`src/rtl/acca_seq_mul.sv`:
```
// Folded approximate multiplier: one HWxHW sub-multiplier reused over 4 cycles, valid/ready on both sides.
// Define ACCA_ERRMON_EN to add a parallel exact accumulator and the err output (exact minus delivered).
module acca_seq_mul #(
    parameter int WIDTH = 16,
    parameter int TRUNC = 4
) (
    input  logic                 clk,
    input  logic                 rst_n,
    input  logic                 in_valid,
    output logic                 in_ready,
    input  logic [WIDTH-1:0]     a,
    input  logic [WIDTH-1:0]     b,
    input  logic                 approx,
    output logic                 out_valid,
    input  logic                 out_ready,
    output logic [2*WIDTH-1:0]   prod
`ifdef ACCA_ERRMON_EN
    ,
    output logic [2*WIDTH-1:0]   err
`endif
);

    localparam int HW = WIDTH / 2;

    // TRUNC == WIDTH wraps the extra top bit away, so the mask collapses to all zeros.
    localparam logic [WIDTH:0]   TRUNC_BIT  = (WIDTH + 1)'(1) << TRUNC;
    localparam logic [WIDTH-1:0] TRUNC_MASK = ~(TRUNC_BIT[WIDTH-1:0] - WIDTH'(1));

    if ((WIDTH % 2) != 0 || WIDTH < 4) begin : g_width_check
        $error("acca_seq_mul: WIDTH must be even and >= 4");
    end
    if (TRUNC < 0 || TRUNC > WIDTH) begin : g_trunc_check
        $error("acca_seq_mul: TRUNC must be in 0..WIDTH");
    end

    typedef enum logic [1:0] {
        S_IDLE = 2'd0,
        S_CALC = 2'd1,
        S_DONE = 2'd2
    } state_t;

    state_t               r_state;
    logic [1:0]           r_cnt;
    logic [WIDTH-1:0]     r_a;
    logic [WIDTH-1:0]     r_b;
    logic                 r_approx;
    logic [2*WIDTH-1:0]   r_acc;
    logic [2*WIDTH-1:0]   r_prod;
    logic                 r_out_valid;

    logic                 w_in_ready;
    logic                 w_accept;
    logic [HW-1:0]        w_op_x;
    logic [HW-1:0]        w_op_y;
    logic [WIDTH-1:0]     w_pp_exact;
    logic [WIDTH-1:0]     w_pp;
    logic [2*WIDTH-1:0]   w_acc_next;

    // Places a partial product at its weight: LL<<0, LH/HL<<HW, HH<<WIDTH.
    function automatic logic [2*WIDTH-1:0] place_pp(input logic [WIDTH-1:0] pp, input logic [1:0] cnt);
        logic [2*WIDTH-1:0] ext;
        ext = {{WIDTH{1'b0}}, pp};
        case (cnt)
            2'd0:    return ext;
            2'd1,
            2'd2:    return ext << HW;
            default: return ext << WIDTH;
        endcase
    endfunction

    assign w_in_ready = (r_state == S_IDLE) || ((r_state == S_DONE) && out_ready);
    assign w_accept   = in_valid && w_in_ready;

    // NOTE: every always_comb output gets a default first so no path leaves it unassigned (no latch).
    always_comb begin
        w_op_x = r_a[HW-1:0];
        w_op_y = r_b[HW-1:0];
        case (r_cnt)
            2'd0: begin w_op_x = r_a[HW-1:0];     w_op_y = r_b[HW-1:0];     end
            2'd1: begin w_op_x = r_a[HW-1:0];     w_op_y = r_b[WIDTH-1:HW]; end
            2'd2: begin w_op_x = r_a[WIDTH-1:HW]; w_op_y = r_b[HW-1:0];     end
            default: begin w_op_x = r_a[WIDTH-1:HW]; w_op_y = r_b[WIDTH-1:HW]; end
        endcase
    end

    assign w_pp_exact = {{HW{1'b0}}, w_op_x} * {{HW{1'b0}}, w_op_y};
    assign w_pp       = r_approx ? (w_pp_exact & TRUNC_MASK) : w_pp_exact;
    assign w_acc_next = r_acc + place_pp(w_pp, r_cnt);

    // NOTE: sequential state uses non-blocking assignments so every register samples pre-edge values.
    // NOTE: datapath registers are reset too, so prod reads zero after reset and no stale result leaks out.
    always_ff @(posedge clk or negedge rst_n) begin
        if (!rst_n) begin
            r_state     <= S_IDLE;
            r_cnt       <= 2'd0;
            r_a         <= '0;
            r_b         <= '0;
            r_approx    <= 1'b0;
            r_acc       <= '0;
            r_prod      <= '0;
            r_out_valid <= 1'b0;
        end else begin
            case (r_state)
                S_IDLE: begin
                    if (w_accept) begin
                        r_a      <= a;
                        r_b      <= b;
                        r_approx <= approx;
                        r_acc    <= '0;
                        r_cnt    <= 2'd0;
                        r_state  <= S_CALC;
                    end
                end
                S_CALC: begin
                    r_acc <= w_acc_next;
                    r_cnt <= r_cnt + 2'd1;
                    if (r_cnt == 2'd3) begin
                        r_prod      <= w_acc_next;
                        r_out_valid <= 1'b1;
                        r_state     <= S_DONE;
                    end
                end
                S_DONE: begin
                    // Result handshake may overlap with the next accept; prod keeps its value until rewritten.
                    if (out_ready) begin
                        r_out_valid <= 1'b0;
                        if (w_accept) begin
                            r_a      <= a;
                            r_b      <= b;
                            r_approx <= approx;
                            r_acc    <= '0;
                            r_cnt    <= 2'd0;
                            r_state  <= S_CALC;
                        end else begin
                            r_state  <= S_IDLE;
                        end
                    end
                end
                default: r_state <= S_IDLE;
            endcase
        end
    end

    assign in_ready  = w_in_ready;
    assign out_valid = r_out_valid;
    assign prod      = r_prod;

`ifdef ACCA_ERRMON_EN
    logic [2*WIDTH-1:0] r_exact_acc;
    logic [2*WIDTH-1:0] r_err;
    logic [2*WIDTH-1:0] w_exact_next;

    assign w_exact_next = r_exact_acc + place_pp(w_pp_exact, r_cnt);

    // Runs on the same schedule as the main accumulator, without truncation.
    always_ff @(posedge clk or negedge rst_n) begin
        if (!rst_n) begin
            r_exact_acc <= '0;
            r_err       <= '0;
        end else begin
            if (w_accept) begin
                r_exact_acc <= '0;
            end else if (r_state == S_CALC) begin
                r_exact_acc <= w_exact_next;
                if (r_cnt == 2'd3) begin
                    r_err <= w_exact_next - w_acc_next;
                end
            end
        end
    end

    assign err = r_err;
`endif

endmodule

```
`config.mk`:
```
export PLATFORM = sky130hd
export DESIGN_NAME = acca_seq_mul
export DESIGN_NICKNAME = d
export VERILOG_FILES = /design/src/rtl/acca_seq_mul.sv
export SDC_FILE = /design/constraint.sdc
export NUM_CORES = 1
export LEC_CHECK = 0
export CAP_MARGIN = 40
export CORE_ASPECT_RATIO = 0.75
export CORE_UTILIZATION = 50
export DETAILED_ROUTE_END_ITERATION = 10
export GPL_ROUTABILITY_DRIVEN = 0
export GPL_TIMING_DRIVEN = 0
export PLACE_DENSITY = 0.68
export SYNTH_ARGS = -nofsm -noshare
export SYNTH_HDL_FRONTEND = slang
export SYNTH_SLANG_ARGS = --single-unit
```
`constraint.sdc`:
```
create_clock -name clk -period 19.3 [get_ports clk]
set_input_delay 3.86 -clock clk [delete_from_list [all_inputs] [get_ports clk]]
set_output_delay 3.86 -clock clk [all_outputs]
set_load 0.01 [all_outputs]
```
# Word level (Yosys, flattened, before mapping)
# Index checks and enable logic that the tools add are counted.
# Widths: inputs -> output; s select.
# op_classes
n_mux	27
mul	1
addsub	2
n_eq_ne	8
n_reduce_logical	16
# op_table
op	n
$pmux 32 s3	1
$mux 16	4
$mux 32	2
$pmux 16 s2	2
$pmux 32 s2	1
$add 32x32->32	1
$mul 8x8->16	1
$mux 8	2
$pmux 2 s3	2
$mux 2	5
$eq 2x2->1 const B	3
$ne 2x2->1 const B	3
$reduce_and 2->1	3
$reduce_and 3->1	2
$reduce_or 2->1	3
$mux 1	5
$eq 2x1->1 const B	2
$logic_not 2->1	2
$mux 4	1
$pmux 1 s2	2
$reduce_bool 2->1	2
$reduce_bool 3->1	1
$add 2x1->2 const B	1
$logic_and 1x1->1	2
$logic_or 1x1->1	1
# word_totals
reg_bits	102
wordCells	62
output_inout_bits	34
input_bits	37

# Logic depth before layout (Yosys ltp)
# Gate-level depths: netlist (run 1).
# depth
ltp_word	8
depth_mapped	32
ltp_nobuf	31

# Worst setup path before layout (run 1)
# No wires, ideal clock.
# synth_path
kind	in2out
from	input out_ready
to	output in_ready
path_slack_ns	11.308
t_required_ns	15.440
arrival_time_ns	4.132
path_buffers	0
path_stages	2
path_cell_list	inv_1 -> a21oi_1
# synth_between
elab_chain_cells	2
# synth_lines
item	line	rtl
start, declared	15	input logic out_ready,
$logic_and 1x1->1	71	assign w_in_ready = (r_state == S_IDLE) || ((r_state == S_DONE) && out_ready);
$logic_or 1x1->1	71	
end, declared	10	output logic in_ready,
# No other way between the ends.

# Worst setup path in the final report (run 1)
# layout_path
from	register r_cnt[0]
to	register r_prod[25] (netlist: prod[25])
# layout_between
elab_chain_cells	7
word_cells_on_any_way	14
classes_between	1 x add/sub; 1 x mul; 3 x eq/ne; 4 x mux; 5 x reduce/logical
# layout_lines
item	line	rtl
start, declared	43	logic [1:0] r_cnt;
start signal, assigned	116	r_cnt <= r_cnt + 2'd1;
$eq 2x1->1 (tied with other cells)	63, 78	
$reduce_or 2->1 (no line)	--	
$mux 8	78	case (r_cnt)
$mul 8x8->16	86	assign w_pp_exact = {{HW{1'b0}}, w_op_x} * {{HW{1'b0}}, w_op_y};
$mux 4	87	assign w_pp = r_approx ? (w_pp_exact & TRUNC_MASK) : w_pp_exact;
$pmux 32 s2	63	case (cnt)
$add 32x32->32	88	assign w_acc_next = r_acc + place_pp(w_pp, r_cnt);
end signal, assigned	118	r_prod <= w_acc_next;
end, declared	48	logic [2*WIDTH-1:0] r_prod;
# Parallel ways exist; a longest one is shown, timed or not.
# A chain may end at the register's enable or synchronous reset.

==> results of run 1 <==
-- through the flow --
stage | worst slack (ns) | hold slack (ns) | util [%] | instance area (µm²) | std cells
floorplan | 11.31 | 0.4551 | - | 7906 | 858
global placement | 10.15 | 0.4632 | 57.85 | 8864 | 1133
detailed placement | 10.23 | 0.4695 | 58.30 | 8934 | 1140
CTS | 10.18 | 0.4848 | 60.41 | 9256 | 1156
global route | 9.554 | 0.5217 | 60.41 | 9256 | 1156
finish | 10.08 | 0.4796 | 60.41 | 9256 | 1156
-- final cells by class --
| class | instances | share of cell area (%) |
|---|---|---|
| Sequential cell | 102 | 27.58 |
| Clock inverter | 7 | 1.054 |
| Buffer | 33 | 1.379 |
| Multi-Input combinational cell | 659 | 53.87 |
| Timing Repair Buffer | 77 | 8.327 |
| Clock buffer | 9 | 2.433 |
| Inverter | 64 | 2.595 |
| Tap cell | 205 | 2.771 |
-- placed cells by master (no fill, tap or decap), types with 3 or more instances in the layout --
cell,netlist,final
nand2_1,108,108
dfrtp_1,102,102
nor2_1,76,76
ha_1,71,71
clkdlybuf4s50_1,0,69
o21ai_0,65,65
inv_1,63,63
fa_1,37,37
mux2_2,35,35
a21oi_1,32,32
xnor2_1,27,27
o22ai_1,27,27
clkbuf_1,25,25
mux2i_1,18,18
a21o_1,15,15
and2_1,15,15
or2_2,14,14
nor3_1,11,11
xor2_1,11,11
nand4_1,9,9
clkbuf_16,0,9
nand3_1,8,8
and3_1,7,7
o211ai_1,7,7
buf_4,0,7
a22o_1,6,6
o21bai_1,6,6
nor2b_1,5,5
a31oi_1,5,5
buf_1,5,5
o31ai_1,5,5
a211oi_1,4,4
inv_6,0,4
o21a_1,3,3
and4_1,3,3
-- worst max-delay path by stage --
stage | to | slack, ns | cells after the start
6_report | prod[25]$_DFFE_PN0P_ | 10.08 | 28
5_1_grt | prod[26]$_DFFE_PN0P_ | 9.55 | 31
4_1_cts | prod[25]$_DFFE_PN0P_ | 10.18 | 28
3_5_place_dp | r_acc[25]$_DFFE_PN0P_ | 10.23 | 28
3_3_place_gp | prod[25]$_DFFE_PN0P_ | 10.15 | 28
2_1_floorplan | in_ready | 11.31 | 2
-- sequential cells by signal (all words and copies together) (netlist names) --
register / flops
out_valid: 1
prod: 32
r_a: 16
r_acc: 32
r_approx: 1
r_b: 16
r_cnt: 2
r_state: 2
-- cells by family (layout without fill, tap and decap cells) --
kind of cell               after synthesis  in the layout  share of synthesized area, %
adders and majority gates              108            108                         20.60
buffers and inverters                   97            190                         4.653
muxes                                   53             53                         7.264
AOI/OAI and AO/OA                      198            198                         16.19
xor gates and xnor gates                38             38                         4.210
DFF                                    102            102                         32.28
and+or+nand+nor                        262            262                         14.80
-- critical path: cells and delay by family, from the launching register on --
kind            cells  cell delay [ns]
xor+xnor            1             0.21
mux                 1             0.83
simple gates        5             1.81
compound gates     10             2.47
buf+inv             4             0.33
fa+ha+maj           7             3.00
flops               1             0.41
-- layer usage --
metal	share of wire, %	up-vias	routed length (µm)
li1	-	3154	-
met1	53	3164	10540
met2	39	232	7635
met3	7.4	16	1467
met4	0.93	0	185
met5	0	-	0
==> results.sh, run 1 <==
export IMPL_cts_htree_levels=3
export IMPL_cp_slowest_cell="mux2i_1"
export IMPL_cts_buffers=9
export IMPL_ios=71
export IMPL_multi_input_area_mm2=0.004986
export IMPL_synth_area_per_cell_um2=9.215
export IMPL_grt_pass1_vias=6213
export IMPL_seq_area_frac_synth_pct=32.28
export IMPL_synthTopCellsByCount="108 x nand2_1, 102 x dfrtp_1, 76 x nor2_1"
export IMPL_synth_most_common_cell="nand2_1"
export IMPL_cts_sinks=102
export IMPL_drv_slew=0
export IMPL_tns_ns=0
export IMPL_rsz0062_at_grt="false"
export IMPL_clock_tree_root_cell="clkbuf_16"
export IMPL_grtUsageTotal_pct=25.63
export IMPL_avgRoutedWirePerCell_um=17.15
export IMPL_relSlewSlack_pct=38.83
export IMPL_cts_hold_buf=0
export IMPL_crit_fanout=8
export IMPL_clock_skew_ns=0.01197
export IMPL_drive_above_1_share_pct=8.517
export IMPL_tritoncts="done"
export IMPL_drt_pass1_iterations=5
export IMPL_grt_use_met3_pct=4.280
export IMPL_drt_wl_total_mm=19.83
export IMPL_n_fill_cell=1384
export IMPL_synth_cell_types=59
export IMPL_max_slew_worst_pin_slew_ns=0.8920
export IMPL_hold_class="reg2reg"
export IMPL_grt_use_met2_pct=34.09
export IMPL_fin_crit_sh_pct=47.79
export IMPL_worst_ep_required_time_ns=19.53
export IMPL_fmax_mhz=108.4
export IMPL_timing_final_hold_violations=0
export IMPL_grt_max_degree=55
export IMPL_finalSetupViolCount=0
export IMPL_postSynth_asyncResetShare_pct=100.0
export IMPL_critPathArrivalTime_ns=9.45
export IMPL_clock_latency_ns=0.37
export IMPL_via_count=6566
export IMPL_cts_buffer_depth=2
export IMPL_drt_iter0_markers=573
export IMPL_synth_ff_latch_count=102
export IMPL_use_met1_pct=42.43
export IMPL_synth_top_area_cell="dfrtp_1"
export IMPL_grt_overflow_total=0
export IMPL_r2r_end="prod[25]$_DFFE_PN0P_"
export IMPL_clk_pin_slew_ns=0.08
export IMPL_core_area_mm2=0.01532
export IMPL_die_w_um=147.2
export IMPL_drc=0
export IMPL_ant_nets=0
export IMPL_dp_hpwl_mm=15.41
export IMPL_synth_top_area_share_pct=32.28
export IMPL_grt_antenna_before_repair=0
export IMPL_ctsResizeCount=0
export IMPL_status="finished, final reports clean"
export IMPL_crit_top_cell="fa_1"
export IMPL_syn_num_nets=1003
export IMPL_reg2regPathDepth=28
export IMPL_whs_endpoint="prod[24]$_DFFE_PN0P_"
export IMPL_start_kind="flop"
export IMPL_critPathLaunch="r_cnt[0]$_DFFE_PN0P_"
export IMPL_fin_crit_ns=9.224
export IMPL_syn_to_final_growth_pct=17.08
export IMPL_row_count=39
export IMPL_regArea_mm2=0.002552
export IMPL_r2r_slack_ns=10.08
export IMPL_dieArea_mm2=0.01632
export IMPL_synth_cells=858
export IMPL_rr_startpoint="r_cnt[0]$_DFFE_PN0P_"
export IMPL_initial_utilization_pct=51.60
export IMPL_synth_edf_count=0
export IMPL_criticalPathCategory="reg2reg"
export IMPL_grt_pass1_wl_mm=32.75
export IMPL_worstHoldPathCells=2
export IMPL_syn_area_mm2=0.007906
export IMPL_port_buffers=70
export IMPL_busiest_layer="met1"
export IMPL_nets=1091
export IMPL_ys_warn_count=0
export IMPL_worstHoldStart="prod[24]$_DFFE_PN0P_"
export IMPL_diodes=0
export IMPL_die_h_um=110.9
export IMPL_cts_setup_buffers=0
export IMPL_synth_area_leaders="dfrtp_1 32%, ha_1 11%, fa_1 9.4%"
export IMPL_ys_flop_type="dfrtp_1"
export IMPL_drv_cap=0
export IMPL_endpoint_kind="flop"
export IMPL_slowest_delay_ns=0.83
export IMPL_viasPerCell=5.680
Power of run 1 is left out: the tool's default activity adds up to more than one toggle a clock period on the data nets, which glitch-free logic cannot reach.
==> run 2: changes to the inputs <==
--- a/config.mk
+++ b/config.mk
@@ -11,7 +11,7 @@
 export DETAILED_ROUTE_END_ITERATION = 10
 export GPL_ROUTABILITY_DRIVEN = 0
 export GPL_TIMING_DRIVEN = 0
-export PLACE_DENSITY = 0.68
+export PLACE_DENSITY = 0.71
 export SYNTH_ARGS = -nofsm -noshare
 export SYNTH_HDL_FRONTEND = slang
 export SYNTH_SLANG_ARGS = --single-unit
==> constraint.sdc (replaced) <==
create_clock -name clk -period 8.18 [get_ports clk]
set_input_delay 1.636 -clock clk [delete_from_list [all_inputs] [get_ports clk]]
set_output_delay 1.636 -clock clk [all_outputs]
set_load 0.01 [all_outputs]
==> results.sh, run 2 (synthesis gave the netlist of run 1 again) <==
export IMPL_endpoint_kind="flop"
export IMPL_viasPerCell=5.794
export IMPL_max_slew_worst_pin_slew_ns=0.6880
export IMPL_clock_latency_ns=0.36
export IMPL_initial_utilization_pct=51.60
export IMPL_drv_cap=0
export IMPL_grt_overflow_total=0
export IMPL_cp_top_family="adder cells"
export IMPL_port_buffers=70
export IMPL_clock_tree_root_cell="clkbuf_16"
export IMPL_rr_startpoint="r_cnt[0]$_DFFE_PN0P_"
export IMPL_grt_pass1_vias=6310
export IMPL_final_cell_mix="108 x nand2_1, 102 x dfrtp_1, 74 x nor2_1, 70 x ha_1, 69 x clkdlybuf4s50_1"
export IMPL_regArea_mm2=0.002552
export IMPL_finalSetupViolCount=0
export IMPL_dp_hpwl_mm=15.26
export IMPL_grt_pass1_wl_mm=32.84
export IMPL_dieArea_mm2=0.01632
export IMPL_start_kind="flop"
export IMPL_diodes=0
export IMPL_cts_sinks=102
export IMPL_grt_max_degree=64
export IMPL_relSlewSlack_pct=54.14
export IMPL_drt_wl_total_mm=20.62
export IMPL_drive_above_1_share_pct=13.30
export IMPL_cts_htree_levels=3
export IMPL_syn_to_final_growth_pct=22.00
export IMPL_row_count=39
export IMPL_via_count=6808
export IMPL_crit_fanout=7
export IMPL_status="finished, final reports clean"
export IMPL_fin_crit_ns=7.911
export IMPL_core_area_mm2=0.01532
export IMPL_cts_buffer_depth=2
export IMPL_critPathBufInv=5
export IMPL_hold_class="reg2reg"
export IMPL_worst_ep_required_time_ns=8.44
export IMPL_drc=0
export IMPL_ant_nets=0
export IMPL_die_h_um=110.9
export IMPL_die_w_um=147.2
export IMPL_cts_buffers=9
export IMPL_criticalPathCategory="reg2reg"
export IMPL_clk_pin_slew_ns=0.07
export IMPL_postLayoutCellArea_mm2=0.009646
export IMPL_avgRoutedWirePerCell_um=17.55
export IMPL_grtUsageTotal_pct=25.75
export IMPL_tns_ns=0
export IMPL_slowest_delay_ns=0.55
export IMPL_nets=1110
export IMPL_drt_pass1_iterations=5
export IMPL_n_fill_cell=1347
export IMPL_worstHoldStart="prod[21]$_DFFE_PN0P_"
export IMPL_fin_crit_sh_pct=96.72
export IMPL_drt_iter0_markers=404
export IMPL_fmax_mhz=126.4
export IMPL_multi_input_area_mm2=0.005226
export IMPL_drv_slew=0
export IMPL_ios=71
export IMPL_grt_antenna_before_repair=0
export IMPL_cp_slowest_cell="fa_1"
export IMPL_tritoncts="done"
export IMPL_critPathArrivalTime_ns=8.17
export IMPL_timing_final_hold_violations=0
export IMPL_mostFrequentLayoutCell="nand2_1"
export IMPL_dpl_cell_area_mm2=0.008941
export IMPL_clock_skew_ns=0.01295
export IMPL_crit_top_cell="fa_1"
export IMPL_critPathLaunch="r_cnt[0]$_DFFE_PN0P_"
[run 2: cell types whose count changed in the layout (fill, tap and decap cells not counted), moves of 3 or more]
| cell | delta |
|---|---|
| a21oi_2 | +3 |
| mux2i_1 | -11 |
| xnor2_2 | +3 |
| mux2i_4 | +11 |
| o21ai_1 | +4 |
| nor3_1 | -3 |
| nor3_2 | +3 |
| o21ai_0 | -6 |
| a21oi_1 | -3 |
| xnor2_1 | -3 |
| buf_4 | +16 |
[run 2: path summary, 6_finish.rpt]
check	slack, ns	depth (start not counted)	to
min in group asynchronous	1.27	1	r_acc[20]$_DFFE_PN0P_
setup reg to reg	0.27	29	prod[25]$_DFFE_PN0P_
hold reg to reg	0.48	2	prod[21]$_DFFE_PN0P_
hold / removal	0.48	2	prod[21]$_DFFE_PN0P_
max in group asynchronous	6.22	2	r_acc[29]$_DFFE_PN0P_
setup / recovery	0.27	29	prod[25]$_DFFE_PN0P_
[run 2: worst register-to-register path, delay by kind of cell (launching register included)]
family | cells | cell delay, ns
AOI/OAI and AO/OA | 11 | 2.53
xor gates and xnor gates | 1 | 0.22
adders and majority gates | 7 | 2.83
buffers and inverters | 5 | 0.61
DFF | 1 | 0.42
and+or+nand+nor | 4 | 0.87
muxes | 1 | 0.34
[run 2: area by class of cell]
class | instances | area share, %
Buffer | 33 | 1.323
Inverter | 64 | 2.491
Clock inverter | 6 | 0.6356
Sequential cell | 102 | 26.46
Clock buffer | 10 | 2.478
Timing Repair Buffer | 96 | 9.768
Tap cell | 205 | 2.659
Multi-Input combinational cell | 659 | 54.18
[run 2: what timing repair did]
item | 4_1_cts | 5_1_grt
endpoints found under the setup margin | 24 | 25
buffers inserted | 0 | 18
pin swaps | 0 | 5
hold buffers | 0 | 0
gates resized for setup | 24 | 28
[run 2: metal layers]
| layer | global-route usage [%] | wire [µm] |
|---|---|---|
| met1 | 41.62 | 10390 |
| met2 | 34.31 | 8375 |
| met3 | 5.062 | 1572 |
| met4 | 6.529 | 282 |
| met5 | 0 | 0 |
[run 2: through the flow]
stage	setup slack (ns)	hold WS [ns]	utilization, %	cells
after global placement	-0.8851	0.4624	57.85	1133
after global routing	-0.01440	0.4999	62.95	1175
after detailed placement	-0.4537	0.4708	58.35	1141
after floorplan	0.6589	0.4551	-	858
final	0.2686	0.4755	62.95	1175
after CTS	-0.002999	0.4852	61.13	1157
Power of run 2 is left out for the same reason.
